**src/rtl/stg_xt_seq.sv**
```systemverilog
// stg_xt_seq: expand-translate stage between fetch latch and decode.
// RU/RS/IU/IS/SR words pass through as one micro-op. ISA-set macros
// (PUSH, POP, JSR/JSRi, BSR/BSRi, RET) are sequenced into 2-3 native
// micro-ops while ow_stall_up holds fetch.
// Optional feature macro: XT_TRAP_ILLEGAL_EN adds ow_illegal, a registered flag
// raised on the bubble emitted for an unknown opcode or instruction set.
//
// Word layout (DATA_W bits, requires ADDR_W <= DATA_W-8):
//   [DATA_W-1 -: 3] set, [DATA_W-4 -: 5] op, [DATA_W-9 -: 4] rd/reg,
//   [DATA_W-13 -: 4] rs, [15:0] imm; address forms carry [ADDR_W-1:0].
// STI and the immediate jump forms use the address layout, with SP implied
// as the STI base.
module stg_xt_seq #(
  parameter int ADDR_W   = 24,
  parameter int DATA_W   = 32,
  parameter int SP_IDX   = 15,
  parameter int TMP_IDX  = 14,
  parameter int MAX_UOPS = 4,
  localparam int UIDX_W  = (MAX_UOPS > 2) ? $clog2(MAX_UOPS) : 1
)(
  input  logic              iw_clk,
  input  logic              iw_rst,
  input  logic [ADDR_W-1:0] iw_pc,
  input  logic [DATA_W-1:0] iw_instr,
  input  logic              iw_flush,
  input  logic              iw_stall,
  output logic [ADDR_W-1:0] ow_pc,
  output logic [DATA_W-1:0] ow_instr,
  output logic [UIDX_W-1:0] ow_uidx,
  output logic              ow_ulast,
  output logic              ow_stall_up
`ifdef XT_TRAP_ILLEGAL_EN
  , output logic            ow_illegal
`endif
);
  localparam int F_SET = DATA_W-1;
  localparam int F_OP  = DATA_W-4;
  localparam int F_RD  = DATA_W-9;
  localparam int F_RS  = DATA_W-13;

  // instruction sets
  localparam logic [2:0] SET_RU = 3'd1, SET_RS = 3'd2, SET_IU = 3'd3,
                         SET_IS = 3'd4, SET_SR = 3'd5, SET_ISA = 3'd6;
  // ISA-set macro opcodes
  localparam logic [4:0] OP_PUSH = 5'd0, OP_POP = 5'd1, OP_JSR = 5'd2, OP_JSRI = 5'd3,
                         OP_BSR = 5'd4, OP_BSRI = 5'd5, OP_RET = 5'd6;
  // native micro-op opcodes (IS / IU / SR sets)
  localparam logic [4:0] OP_ADDI = 5'd0, OP_LD = 5'd1, OP_ST = 5'd2, OP_STI = 5'd3;
  localparam logic [4:0] OP_JMP = 5'd0, OP_JMPI = 5'd1, OP_BRA = 5'd2, OP_BRAI = 5'd3;

  localparam logic [3:0]        SP   = 4'(SP_IDX);
  localparam logic [3:0]        TMP  = 4'(TMP_IDX);
  localparam logic [ADDR_W-1:0] ONE  = ADDR_W'(1);
  localparam logic [15:0]       IM_M1 = 16'hFFFF;
  localparam logic [15:0]       IM_P1 = 16'h0001;

  typedef enum logic {S_IDLE, S_SEQ} state_t;

  function automatic logic [DATA_W-1:0] f_word(input logic [2:0] set, input logic [4:0] op,
      input logic [3:0] rd, input logic [3:0] rs, input logic [15:0] imm);
    logic [DATA_W-1:0] w;
    w = '0;
    w[15:0]     = imm;
    w[F_RS-:4]  = rs;
    w[F_RD-:4]  = rd;
    w[F_OP-:5]  = op;
    w[F_SET-:3] = set;
    return w;
  endfunction

  function automatic logic [DATA_W-1:0] f_addr(input logic [2:0] set, input logic [4:0] op,
      input logic [ADDR_W-1:0] a);
    logic [DATA_W-1:0] w;
    w = '0;
    w[ADDR_W-1:0] = a;
    w[F_OP-:5]    = op;
    w[F_SET-:3]   = set;
    return w;
  endfunction

  // micro-op count of an instruction; 1 for everything that is not a known macro
  function automatic logic [2:0] f_n(input logic [2:0] set, input logic [4:0] op);
    if (set != SET_ISA) return 3'd1;
    case (op)
      OP_PUSH, OP_POP:                    return 3'd2;
      OP_JSR, OP_JSRI, OP_BSR, OP_BSRI,
      OP_RET:                             return 3'd3;
      default:                            return 3'd1;
    endcase
  endfunction

  // micro-op k of a macro
  function automatic logic [DATA_W-1:0] f_uop(input logic [4:0] op, input logic [3:0] rg,
      input logic [ADDR_W-1:0] tgt, input logic [ADDR_W-1:0] pc, input logic [UIDX_W-1:0] k);
    logic [DATA_W-1:0] u;
    u = '0;
    case (op)
      OP_PUSH: u = (k == '0) ? f_word(SET_IS, OP_ADDI, SP, SP, IM_M1)
                             : f_word(SET_IS, OP_ST, rg, SP, '0);
      OP_POP:  u = (k == '0) ? f_word(SET_IS, OP_LD, rg, SP, '0)
                             : f_word(SET_IS, OP_ADDI, SP, SP, IM_P1);
      OP_JSR, OP_JSRI, OP_BSR, OP_BSRI: begin
        if (k == '0)                u = f_word(SET_IS, OP_ADDI, SP, SP, IM_M1);
        else if (k == UIDX_W'(1))   u = f_addr(SET_IU, OP_STI, pc + ONE); // wraps mod 2^ADDR_W
        else if (op == OP_JSR)      u = f_word(SET_SR, OP_JMP, '0, rg, '0);
        else if (op == OP_JSRI)     u = f_addr(SET_SR, OP_JMPI, tgt);
        else if (op == OP_BSR)      u = f_word(SET_SR, OP_BRA, '0, rg, '0);
        else                        u = f_addr(SET_SR, OP_BRAI, tgt);
      end
      OP_RET: begin
        if (k == '0)                u = f_word(SET_IS, OP_LD, TMP, SP, '0);
        else if (k == UIDX_W'(1))   u = f_word(SET_IS, OP_ADDI, SP, SP, IM_P1);
        else                        u = f_word(SET_SR, OP_JMP, '0, TMP, '0);
      end
      default: u = '0;
    endcase
    return u;
  endfunction

  state_t            r_state, w_nxt_state;
  logic [UIDX_W-1:0] r_cnt, w_nxt_cnt;
  logic [DATA_W-1:0] r_mac;
  logic [ADDR_W-1:0] r_mpc;
  logic [ADDR_W-1:0] r_pc, w_pc;
  logic [DATA_W-1:0] r_word, w_word;
  logic [UIDX_W-1:0] r_uidx, w_uidx;
  logic              r_ulast, w_ulast;
  logic              w_cap;
  logic [2:0]        w_set_in, w_n_in, w_n_mac;
  logic              w_pass_in;

  assign w_set_in  = iw_instr[F_SET-:3];
  assign w_n_in    = f_n(w_set_in, iw_instr[F_OP-:5]);
  assign w_n_mac   = f_n(r_mac[F_SET-:3], r_mac[F_OP-:5]);
  assign w_pass_in = (w_set_in == SET_RU) || (w_set_in == SET_RS) || (w_set_in == SET_IU) ||
                     (w_set_in == SET_IS) || (w_set_in == SET_SR);

  // next-state and next-output decode for the sequencer
  always_comb begin
    w_nxt_state = r_state;
    w_nxt_cnt   = r_cnt;
    w_pc        = iw_pc;
    w_word      = '0;
    w_uidx      = '0;
    w_ulast     = 1'b1;
    w_cap       = 1'b0;
    case (r_state)
      S_IDLE: begin
        if (w_n_in > 3'd1) begin
          w_word      = f_uop(iw_instr[F_OP-:5], iw_instr[F_RD-:4], iw_instr[ADDR_W-1:0],
                              iw_pc, '0);
          w_ulast     = 1'b0;
          w_cap       = 1'b1;
          w_nxt_cnt   = UIDX_W'(1);
          w_nxt_state = S_SEQ;
        end else if (w_pass_in) begin
          w_word = iw_instr;
        end
      end
      S_SEQ: begin
        w_pc    = r_mpc;
        w_word  = f_uop(r_mac[F_OP-:5], r_mac[F_RD-:4], r_mac[ADDR_W-1:0], r_mpc, r_cnt);
        w_uidx  = r_cnt;
        w_ulast = (3'(r_cnt) == (w_n_mac - 3'd1));
        if (w_ulast) begin
          w_nxt_state = S_IDLE;
          w_nxt_cnt   = '0;
        end else begin
          w_nxt_cnt   = r_cnt + UIDX_W'(1);
        end
      end
      default: w_nxt_state = S_IDLE;
    endcase
  end

  // state, capture and output latches: reset > flush > stall > advance
  always_ff @(posedge iw_clk) begin
    if (iw_rst) begin
      r_state <= S_IDLE;
      r_cnt   <= '0;
      r_mac   <= '0;
      r_mpc   <= '0;
      r_pc    <= '0;
      r_word  <= '0;
      r_uidx  <= '0;
      r_ulast <= 1'b0;
    end else if (iw_flush) begin
      r_state <= S_IDLE;
      r_cnt   <= '0;
      r_pc    <= '0;
      r_word  <= '0;
      r_uidx  <= '0;
      r_ulast <= 1'b0;
    end else if (!iw_stall) begin
      r_state <= w_nxt_state;
      r_cnt   <= w_nxt_cnt;
      r_pc    <= w_pc;
      r_word  <= w_word;
      r_uidx  <= w_uidx;
      r_ulast <= w_ulast;
      if (w_cap) begin
        r_mac <= iw_instr;
        r_mpc <= iw_pc;
      end
    end
  end

`ifdef XT_TRAP_ILLEGAL_EN
  logic r_ill, w_ill;
  // a non-zero word that is neither pass-through nor a known macro is illegal
  assign w_ill = (r_state == S_IDLE) && (iw_instr != '0) && !w_pass_in && (w_n_in == 3'd1);

  // trap flag follows the output latch: cleared by reset/flush, held by stall
  always_ff @(posedge iw_clk) begin
    if (iw_rst || iw_flush) r_ill <= 1'b0;
    else if (!iw_stall)     r_ill <= w_ill;
  end
  assign ow_illegal = r_ill;
`endif

  assign ow_pc       = r_pc;
  assign ow_instr    = r_word;
  assign ow_uidx     = r_uidx;
  assign ow_ulast    = r_ulast;
  assign ow_stall_up = iw_stall | (r_state == S_SEQ);
endmodule

```
**config.mk**
```make
export PLATFORM = sky130hd
export DESIGN_NAME = stg_xt_seq
export DESIGN_NICKNAME = d
export VERILOG_FILES = /design/src/rtl/stg_xt_seq.sv
export SDC_FILE = /design/constraint.sdc
export NUM_CORES = 1
export LEC_CHECK = 0
export ABC_AREA = 1
export ABC_CLOCK_PERIOD_IN_PS = 2200
export CORE_UTILIZATION = 50
export CTS_BUF_LIST = sky130_fd_sc_hd__clkbuf_16
export DETAILED_ROUTE_END_ITERATION = 6
export PLACE_DENSITY = 0.73
export SYNTH_ARGS = -nofsm -noshare
export SYNTH_HDL_FRONTEND = slang
export SYNTH_SLANG_ARGS = --single-unit
```
**constraint.sdc**
```tcl
create_clock -name iw_clk -period 2.2 [get_ports iw_clk]
set_clock_uncertainty 0.05 [all_clocks]
set_input_delay 0.66 -clock iw_clk [delete_from_list [all_inputs] [get_ports iw_clk]]
set_output_delay 0.66 -clock iw_clk [all_outputs]
set_load 0.05 [all_outputs]
```
# == Word level (Yosys, flattened, before mapping) ==
# Cells that the tools add are included.
# totals
elab_cells,87
out_inout_bits,60
reg_bits,118
in_bits,60
# op_classes
n_addsub,3
n_mux,33
order_cmp,1
eq_ne,22
reduce_logical,16
n_bitwise,4
# op_table
operator,count
$mux W32,4
$pmux W32 S4,1
$pmux W32 S3,1
$mux W26,3
$pmux W32 S2,1
$mux W30,2
$mux W25,2
$eq A5 B3 Y1 const B,6
$add A24 B1 Y24 const B,1
$mux W24,1
$eq A5 B2 Y1 const B,4
$reduce_or A5 Y1,3
$mux W3,4
$pmux W2 S2,3
$eq A5 B1 Y1 const B,2
$logic_not A5 Y1,2
$eq A3 B2 Y1 const B,2
$eq A3 B3 Y1 const B,2
$mux W1,6
$mux W2,3
$ne A3 B3 Y1 const B,2
$reduce_or A2 Y1,3
$logic_or A1 B1 Y1,4
$pmux W1 S2,2
other kinds (13),15

# == Longest topological paths before layout ==
# logic_depth
depth_word,8
mapped_depth,14
depth_no_buf,14

# == Worst setup path after synthesis ==
# No wires, ideal clock.
# synth_timing
kind,input -> register
start,input iw_stall
end,register r_mac[20]
setup_ns,0.070
arrival_ns,1.767
path_slack_ns,0.313
n_path_buf,2
required_ns,2.080
stages,7
cell_sequence,nor2_2 > inv_1 > nor2_1 > nand2_2 > buf_4 > buf_6 > a21oi_1
# synth_via
elab_chain_len,2
# synth_lines
element,line,rtl
"start, declared",26,"input logic iw_stall,"
$not A1 Y1 (no source line),-,
$reduce_and A3 Y1 (no source line),-,
"end signal, assigned",202,r_mac <= iw_instr;
"end, declared",122,logic [DATA_W-1:0] r_mac;
# No other way between the ends.
# A chain may end at the register's enable or synchronous reset.

# == Final worst setup path ==
# layout_timing
start,input iw_instr[28]
end,register r_mac[11]
# layout_via
elab_chain_len,8
elab_cells_between_ends,15
cone_classes,order compare: 1; eq/ne: 6; mux: 4; reduce/logical: 4
# layout_lines
element,line,rtl
"start, declared",24,"input logic [DATA_W-1:0] iw_instr,"
"$eq A5 B2 Y1, or another cell as far along",84,case (op)
$reduce_or A5 Y1 or $reduce_or A2 Y1 (tied branches),84,
$pmux W2 S2 (*),84,
$mux W3 (*),84,
$gt A3 B1 Y1 (*),149,if (w_n_in > 3'd1) begin
$mux W1 (*),149,
$mux W1 (*),147,case (r_state)
$reduce_and A3 Y1 (no source line) (*),-,
# Every way passes the cells marked *; elsewhere a longest branch is shown, timed or not.

==> impl_metrics.py <==
metrics = {
    "logic_synthesis": {
        "synthDistinctLibCells": 39,
        "avgSynthCellArea_um2": 6.54,
        "synth_top_area_cell": "dfxtp_1",
        "yosysWarnings": 0,
        "yosysTopAreaCellShare_pct": 37.1,
        "ys_dominant_reg_cell": "dfxtp_1",
        "synth_most_common_cell": "nand2_1",
        "synth_edf_count": 0,
        "ys_top_cells_by_count": "183 x nand2_1, 147 x o21ai_0, 118 x dfxtp_1",
        "synthesis.nets": 1037,
        "yosys_register_bits": 118,
        "seq_area_frac_synth_pct": 37.1,
        "syn_inst": 973,
        "async_flop_share_pct": 0,
        "synth.area.top_cells": "dfxtp_1 37%, o21ai_0 12%, nand2_1 11%",
        "syn_area_um2": 6360,
    },
    "placed_design": {
        "dp_cells": 1244,
        "gp_congestion": 0.953,
        "io_buffers": 119,
        "dpl_cell_area_um2": 7790,
        "pre_cts_ws_ps": -387,
        "hpwlAfterDp_um": 13800,
    },
    "grt": {
        "antenna_found_initial": 0,
        "grt_pass1_wl_um": 30500,
        "track_usage_pct": 29.9,
        "overflow": 0,
        "grt_max_degree": 42,
        "grt_pass1_vias": 6216,
    },
    "layout": {
        "num_antenna_cells": 0,
        "fin_cells": 1274,
        "fin_area_um2": 8330,
        "area_delta_synth_final_pct": 31.0,
        "layout-drive-gt1-share_pct": 14.1,
        "fin_nets": 1159,
    },
    "worst_hold_path": {
        "hold_depth": 2,
        "hold_path.class": "flop to flop",
        "hp-start": "r_mac[30]",
        "hold_end": "r_mac[30]",
    },
    "clocking": {
        "cts_max_level": 4,
        "cts_inserted_buffers": 17,
        "cts-hold-fix-buffers": 0,
        "root_buffer": "clkbuf_16",
        "clockBufferDepth": 2,
        "clk_pin_slew_ps": 50,
        "cts_tree": "built",
        "cts_setup_buffers": 0,
        "clkSinkCount": 118,
        "insertion_delay_ps": 420,
    },
    "die": {
        "rows": 40,
        "dieArea_um2": 13200,
        "fp.dieH_um": 115,
        "fp.coreArea_um2": 12200,
        "io_pins": 120,
        "die_w_um": 115,
        "start_util_pct": 52.1,
    },
    "sta": {
        "slew_viol_final": 0,
        "fmax_mhz": 475,
        "setup_viol_count_final": 0,
        "maxSlewHeadroom_pct": 72.7,
        "tightest_slew_ps": 405,
        "setup_ws_ps": 96.8,
        "fin_crit_sh_pct": 95.6,
        "tns_ps": 0,
        "period_minus_slack_ps": 2100,
        "hold_violations": 0,
    },
    "worst_setup_path": {
        "r2r-end": "ow_instr[4]",
        "crit_fanout": 27,
        "slowest_delay_ps": 450,
        "worstPathCellList": "clkdlybuf4s50_1, nor3_1, o21ai_2, nand2_1, o21ai_2, inv_2, nand2_2, buf_12, buf_12, o21ai_0, a21oi_1",
        "setup.worst_path.end_class": "flop",
        "critical_path_class": "primary input to flop",
        "r2r_slack_ps": 180,
        "rr_worst_depth": 10,
        "start_kind": "primary input",
        "required_ps": 2460,
        "slowest_stage": "clkdlybuf4s50_1",
        "r2r-start": "r_cnt[1]",
        "cp.arrival_ps": 2360,
    },
    "run": {
        "drv_cap": 0,
    },
    "route": {
        "wl_um": 18900,
        "first_pass_iters": 5,
        "drt_first_iter_violations": 495,
        "drc_errors": 0,
        "viasPerCell": 5.30,
        "vias": 6751,
        "drt.antenna.violating_nets": 0,
        "wl_per_cell_um": 14.8,
    },
    "pwr": {
        "power_leakage_uw": 0.00362,
        "peakVddDrop_uv": 507,
        "power_density_nw_per_um2": 647,
        "p_total_uw": 5390,
    },
    "status": {
        "status": "complete, no violations",
    },
}
[registers in the layout, indices dropped and copies added, names as in the netlist]
name      flops
r_mac        32
ow_ulast      1
ow_instr     32
r_mpc        24
r_state       1
ow_pc        24
ow_uidx       2
r_cnt         2
[per-layer routing]
layer	track usage (%)	vias up	wire length (um)
li1	-	3440	-
met1	36.4	3039	8200
met2	49.2	220	8940
met3	7.43	52	945
met4	15.2	0	791
met5	0	-	0
[critical path: cells and delay by family]
| kind | cells | cell delay, ps |
|---|---|---|
| buffers and inverters | 4 | 830 |
| AND/OR/NAND/NOR | 3 | 430 |
| AO/OA/AOI/OAI | 4 | 410 |
[repair_timing]
action,CTS,global route
resized for setup,2,12
pin swaps,1,0
gates cloned,0,0
setup endpoints to repair,1,56
[cell families after synthesis]
group                    synth area share, %
AO/OA/AOI/OAI                           25.4
XOR/XNOR                               0.826
adder cells (fa/ha/maj)                0.787
buffers and inverters                   11.3
flip-flops                              37.1
AND/OR/NAND/NOR                         24.5
[cells in the final DEF (no fill, tap or decap), types with 4 or more instances in the layout]
| master | n |
|---|---|
| inv_2 | 5 |
| inv_1 | 118 |
| nand2_2 | 7 |
| dfxtp_1 | 117 |
| xor2_1 | 6 |
| nand2_1 | 183 |
| nor2_1 | 101 |
| clkinv_1 | 6 |
| clkdlybuf4s50_1 | 55 |
| o211ai_1 | 6 |
| dlymetal6s2s_1 | 4 |
| a21oi_1 | 94 |
| o21a_1 | 4 |
| buf_12 | 12 |
| nor2_4 | 4 |
| a21oi_2 | 6 |
| nand3_1 | 62 |
| clkbuf_16 | 17 |
| buf_4 | 87 |
| nor2_2 | 5 |
| o21ai_1 | 6 |
| a31oi_1 | 21 |
| o21ai_0 | 145 |
| ha_1 | 4 |
[per-stage QoR]
step                hold slack [ps]  utilization (%)
finish                          396             68.2
floorplan                       374                -
CTS                             396             68.0
global route                    412             68.2
detailed placement              389             63.8
global placement                382             63.8
[power by group]
part | internal, uW | switching [uW] | leakage, uW
Sequential | 2190 | 29.5 | 0.000958
Combinational | 291 | 448 | 0.00240
Clock | 1490 | 938 | 0.000266
Total | 3970 | 1420 | 0.00362
[cell type report]
type | instances | area (um^2)
Timing Repair Buffer | 159 | 1510
Fill cell | 1135 | 3880
Sequential cell | 118 | 2360
Inverter | 120 | 453
Multi-Input combinational cell | 679 | 3290
Clock inverter | 13 | 80.1
Tap cell | 168 | 210
Clock buffer | 17 | 425
[worst max-delay path by stage]
stage | cells after the start | endpoint | from
4_1_cts | 10 | r_mpc[12] | iw_instr[25]
3_5_place_dp | 10 | r_mpc[3] | iw_instr[25]
2_1_floorplan | 7 | r_mac[20] | iw_stall
3_3_place_gp | 10 | r_mpc[21] | iw_instr[25]
6_report | 11 | r_mac[11] | iw_instr[28]
5_1_grt | 11 | r_mpc[17] | iw_instr[28]
Power figures use the tool's default switching activity.
